$ cat src/rtl/mem_scan_checker_pkg.sv
`default_nettype none
// ============================================================================
//  Module      : mem_scan_checker_pkg
//  Description : Shared state encoding, default sizes and a width helper for
//                the end-of-run memory scan checker.
//  Revision    : 1.0 - initial release
// ============================================================================
package mem_scan_checker_pkg;

  // Default sizes, matching the MIPS32 core data RAM (RAM_SIZE/4 words).
  localparam int c_def_data_w  = 32;
  localparam int c_def_depth   = 2048;
  localparam int c_def_addr_w  = 11;
  localparam int c_def_rd_lat  = 1;
  localparam int c_def_timeout = 34300;
  localparam int c_def_cnt_w   = 16;

  // Checker session states.
  typedef enum logic [2:0] {
    S_IDLE  = 3'd0,
    S_WAIT  = 3'd1,
    S_SCAN  = 3'd2,
    S_DRAIN = 3'd3,
    S_DONE  = 3'd4
  } state_t;

  // Bits needed to hold values 0..max_val (at least one bit).
  function automatic int cnt_width(input int max_val);
    int w;
    w = 1;
    while (w < 31 && (1 << w) <= max_val) w++;
    return w;
  endfunction

endpackage
`default_nettype wire

$ cat src/rtl/mem_scan_checker_pipe.sv
`default_nettype none
// ============================================================================
//  Module      : mem_scan_checker_pipe
//  Description : RD_LAT-deep valid/address delay line that lines up each read
//                address with the data returned by the memory ports.
//  Revision    : 1.0 - initial release
// ============================================================================
module mem_scan_checker_pipe
  import mem_scan_checker_pkg::*;
#(
  parameter int ADDR_W = c_def_addr_w,
  parameter int RD_LAT = c_def_rd_lat
) (
  input  logic              clk,
  input  logic              rst,
  input  logic              clr,
  input  logic              in_valid,
  input  logic [ADDR_W-1:0] in_addr,
  output logic              cmp_valid,
  output logic [ADDR_W-1:0] cmp_addr,
  output logic              pending
);

  logic [RD_LAT-1:0] r_valid;
  logic [ADDR_W-1:0] r_addr [RD_LAT];

  // Shift the read strobe and its address one stage per cycle.
  always_ff @(posedge clk or posedge rst) begin
    if (rst) begin
      r_valid <= '0;
      for (int i = 0; i < RD_LAT; i++) r_addr[i] <= '0;
    end else if (clr) begin
      r_valid <= '0;
      for (int i = 0; i < RD_LAT; i++) r_addr[i] <= '0;
    end else begin
      r_valid[0] <= in_valid;
      r_addr[0]  <= in_addr;
      for (int i = 1; i < RD_LAT; i++) begin
        r_valid[i] <= r_valid[i-1];
        r_addr[i]  <= r_addr[i-1];
      end
    end
  end

  assign cmp_valid = r_valid[RD_LAT-1];
  assign cmp_addr  = r_addr[RD_LAT-1];

  // Reads still in flight after the current compare; the last stage is
  // consumed this cycle so it does not hold the drain open.
  if (RD_LAT == 1) begin : g_pend_none
    assign pending = 1'b0;
  end else begin : g_pend_stages
    assign pending = |r_valid[RD_LAT-2:0];
  end

endmodule
`default_nettype wire

$ cat config.mk
export PLATFORM = sky130hd
export DESIGN_NAME = mem_scan_checker_pipe
export DESIGN_NICKNAME = d
export VERILOG_FILES = /design/src/rtl/mem_scan_checker_pkg.sv /design/src/rtl/mem_scan_checker_pipe.sv
export SDC_FILE = /design/constraint.sdc
export NUM_CORES = 1
export LEC_CHECK = 0
export ABC_AREA = 1
export CORE_MARGIN = 2
export CORE_UTILIZATION = 32
export DETAILED_ROUTE_END_ITERATION = 16
export GPL_TIMING_DRIVEN = 0
export PLACE_DENSITY = 0.83
export SYNTH_ARGS = -nofsm -noshare
export SYNTH_HDL_FRONTEND = slang
export SYNTH_SLANG_ARGS = --single-unit
$ cat constraint.sdc
create_clock -name clk -period 0.8 [get_ports clk]
set_clock_uncertainty 0.15 [all_clocks]
set_input_delay 0.12 -clock clk [delete_from_list [all_inputs] [get_ports clk]]
set_output_delay 0.12 -clock clk [all_outputs]
set_load 0.01 [all_outputs]
Word level (Yosys, flattened, before mapping)
Cells that the tools add are included.
- bits in registers: 12
- output and inout bits: 13
- word-level logic and storage cells: 4
- multiplexer cells: 2
- operators with widths (kind ; count):
    11-bit two-way mux ; 1
    1-bit two-way mux ; 1

Depth between registers and ports, before layout
Gate-level depths: netlist of run 1.
- depth in word-level cells: 1
- mapped depth: 2
- depth with buffers taken out: 2

Worst setup path after synthesis of run 1
No wires, ideal clock.
- kind: reg-to-output
- start: register r_addr (netlist bit cmp_addr[0])
- end: output port cmp_addr[0]
- arrival: 376 ps
- setup slack: 154 ps
- stages on the path, launching flop included: 1
- buffers on the path: 0
- path through: dfrtp_1
- RTL lines (what ; line ; source):
    start, declared ; mem_scan_checker_pipe.sv:25 ; logic [ADDR_W-1:0] r_addr [RD_LAT];
    start signal, assigned by index ; mem_scan_checker_pipe.sv:40 ; r_addr[i] <= r_addr[i-1];
    end, declared ; mem_scan_checker_pipe.sv:20 ; output logic [ADDR_W-1:0] cmp_addr,
No word-level cell between the ends.

Worst setup path after layout of run 1
- start: register r_valid (netlist: cmp_valid)
- end: output port cmp_valid
- RTL lines (what ; line ; source):
    start, declared ; mem_scan_checker_pipe.sv:24 ; logic [RD_LAT-1:0] r_valid;
    start signal, assigned by index ; mem_scan_checker_pipe.sv:39 ; r_valid[i] <= r_valid[i-1];
    end, declared ; mem_scan_checker_pipe.sv:19 ; output logic cmp_valid,
No word-level cell between the ends.

==> results of run 1 <==
## kinds of logic (layout without fill, tap and decap cells)
logic type,count (synthesis),in the layout,share of synthesized area [%]
buffers and inverters,15,46,16.22
DFF,12,12,72.07
other,1,1,0.9000
and+or+nand+nor,12,12,10.81
## Yosys cell counts
| master | number |
|---|---|
| inv_1 | 13 |
| conb_1 | 1 |
| nor2_1 | 12 |
| dfrtp_1 | 12 |
| buf_6 | 1 |
| buf_4 | 1 |
## metal layers
layer / up-vias / GRT usage [%] / share of wire, %
li1: 166 / - / -
met1: 152 / 9.155 / 31
met2: 16 / 25.00 / 58
met3: 2 / 5.000 / 11
met4: 0 / 7.759 / 0.52
met5: - / 0 / 0
## registers in the layout, summed over array words and instances (netlist names)
signal	cells
cmp_addr	11
cmp_valid	1
## cell type report
type / instances / area [um2]
well taps: 15 / 18.77
flip-flops and latches: 12 / 300.3
clock buffers: 4 / 36.28
multi-input cells: 13 / 48.80
fillers: 114 / 564.3
plain buffers: 2 / 18.77
repair buffers: 27 / 216.5
inverters: 13 / 48.80
## worst paths after layout
kind                           start           to  slack (ns)  cells after the start
max in group asynchronous        rst  cmp_addr[6]        0.21                      2
hold / removal                   rst    cmp_valid      -0.002                      2
setup / recovery           cmp_valid    cmp_valid       -0.24                      1
min in group clk                 clr  cmp_addr[8]        0.08                      2
## layout by cell type, fill, tap and decap left out, drive strengths merged
cell type / netlist / routed
buf: 2 / 15
inv: 13 / 13
clkdlybuf4s50: 0 / 13
nor2: 12 / 12
dfrtp: 12 / 12
clkbuf: 0 / 4
conb: 1 / 1
dlygate4sd2: 0 / 1
## power groups by stage
| stage | combinational [W] | clock [W] | sequential, W |
|---|---|---|---|
| finish | 0.000178 | 0.000461 | 0.000644 |
| global route | 0.000199 | 0.000515 | 0.000646 |
| CTS | 0.000177 | 0.000483 | 0.000643 |
| detailed placement | 0.000204 | 0 | 0.000657 |
| global placement | 0.000200 | 0 | 0.000655 |
| floorplan | 0.0000478 | 0 | 0.000674 |
## repair_timing
| action | in CTS | in global routing |
|---|---|---|
| cloned | 1 | 0 |
| endpoints found under the setup margin | 22 | 12 |
| pin swaps | 0 | 0 |
| gates resized for setup | 49 | 2 |
## per-stage QoR
stage	util (%)	setup WS (ns)	power (W)
2_1_floorplan	-	0.1544	0.0007216
3_3_place_gp	55.54	-0.3034	0.0008548
3_5_place_dp	55.54	-0.3196	0.0008605
4_1_cts	53.95	-0.2541	0.001303
5_1_grt	54.95	-0.2731	0.001359
6_report	54.95	-0.2383	0.001283
==> impl_metrics.tcl, run 1 <==
set metrics [dict create \
    cts_tree "built" \
    postSynthNetCount 55 \
    worstSetupEndpointType "output pin" \
    switching_share_pct 20.72 \
    die_w_um 40.09 \
    crit_path_max_incr_delay_ns 0.37 \
    violations "negative hold slack, negative setup slack" \
    ys_top_cells_by_area "dfrtp_1 (72%), inv_1 (12%), nor2_1 (11%)" \
    initial_core_util_pct 33.27 \
    min_period_ns 1.038 \
    power_density_nw_per_um2 1864 \
    dp_hpwl_um 575.2 \
    dpl_cell_area_um2 695.7 \
    worst-path-buf-inv 1 \
    startpoint_type "flip-flop" \
    finalHoldViolCount 11 \
    cts_inserted_buffers 3 \
    share_seq_of_total_power_pct 50.2 \
    rsz0062_at_grt "true" \
    yosysWarningCount 0 \
    p_leak_nw 0.4032 \
    ys_types 6 \
    die-height_um 40.09 \
    synth.avg_cell_area_um2 10.42 \
    fin_tns_setup_ns -2.698 \
    clkPwrFrac_pct 35.9 \
    vias 336 \
    cts_sinks 12 \
    finalWirelength_um 770 \
    antenna_cells 0 \
    syn_area_um2 416.7 \
    numPortBuffers 26 \
    maxSlewViolCount 0 \
    cpLargestDelayFamily "flip-flops" \
    min_period_over_period_pct 129.8 \
    netlist.area_leader.share_pct 72.07 \
    area_delta_synth_final_pct 65.17 \
    critPathArrivalTime_ns 0.77 \
    post-cts-setup-buffers 0 \
    dp_cells 81 \
    cp_max_fo 1 \
    p_switching_w 0.0002658 \
    share_comb_of_total_power_pct 13.9 \
    cts_buffer_depth 2 \
    firstDrtPassIters 1 \
    drive_gt1_share_pct 26.76 \
    setup_violations 12 \
    ios 28 \
    die_area_um2 1607 \
    ir_worst_vdd_mv 0.9047 \
    synthCells 40 \
    antenna_left 0 \
    first_iter_violations 0 \
    grt_pass1_vias 326 \
    crit_type "reg -> out" \
    hp-class "in -> async" \
    stdcell_area_um2 688.2 \
    post_drt_wl_per_cell_um 8.953 \
    yosysSeqAreaShare_pct 72.07 \
    gp_congestion 0.5581 \
    rows 13 \
    fin_cells 86 \
    hold_slack_ns -0.001931 \
    critPathSlowestCell "dfrtp_1" \
    core_area_um2 1252 \
    synth_area_leader_cell "dfrtp_1" \
    p_int_w 0.001017 \
    worst_ep_required_time_ns 0.53 \
    grt_pass1_wl_um 1207 \
    path_clk_slew_ns 0.07 \
    layout.nets 87 \
    antenna_found_initial 0 \
    cts_root_buffer "clkbuf_4" \
    maxCapViolCount 0 \
    drcViolationCount 0 \
    fmax_mhz 963.1 \
    grt_max_degree 13 \
    status "finished with violations" \
    grt_usage_pct 12.44 \
    vias_per_cell 3.907 \
    cts_hold_buf 0 \
    overflow 0 \
    fin_ws_ns -0.2383 \
    ys_ff_latch 12 \
    crit_chain "buf_2" \
    htreeDepth 1 \
]
No activity file was read; power rests on OpenSTA's default activity.
==> run 2, diff against run 1 <==
Settings changed: SLEW_MARGIN set to 20.
==> results of run 2 <==
No change in the layout: final DEF, timing and power equal those of run 1.
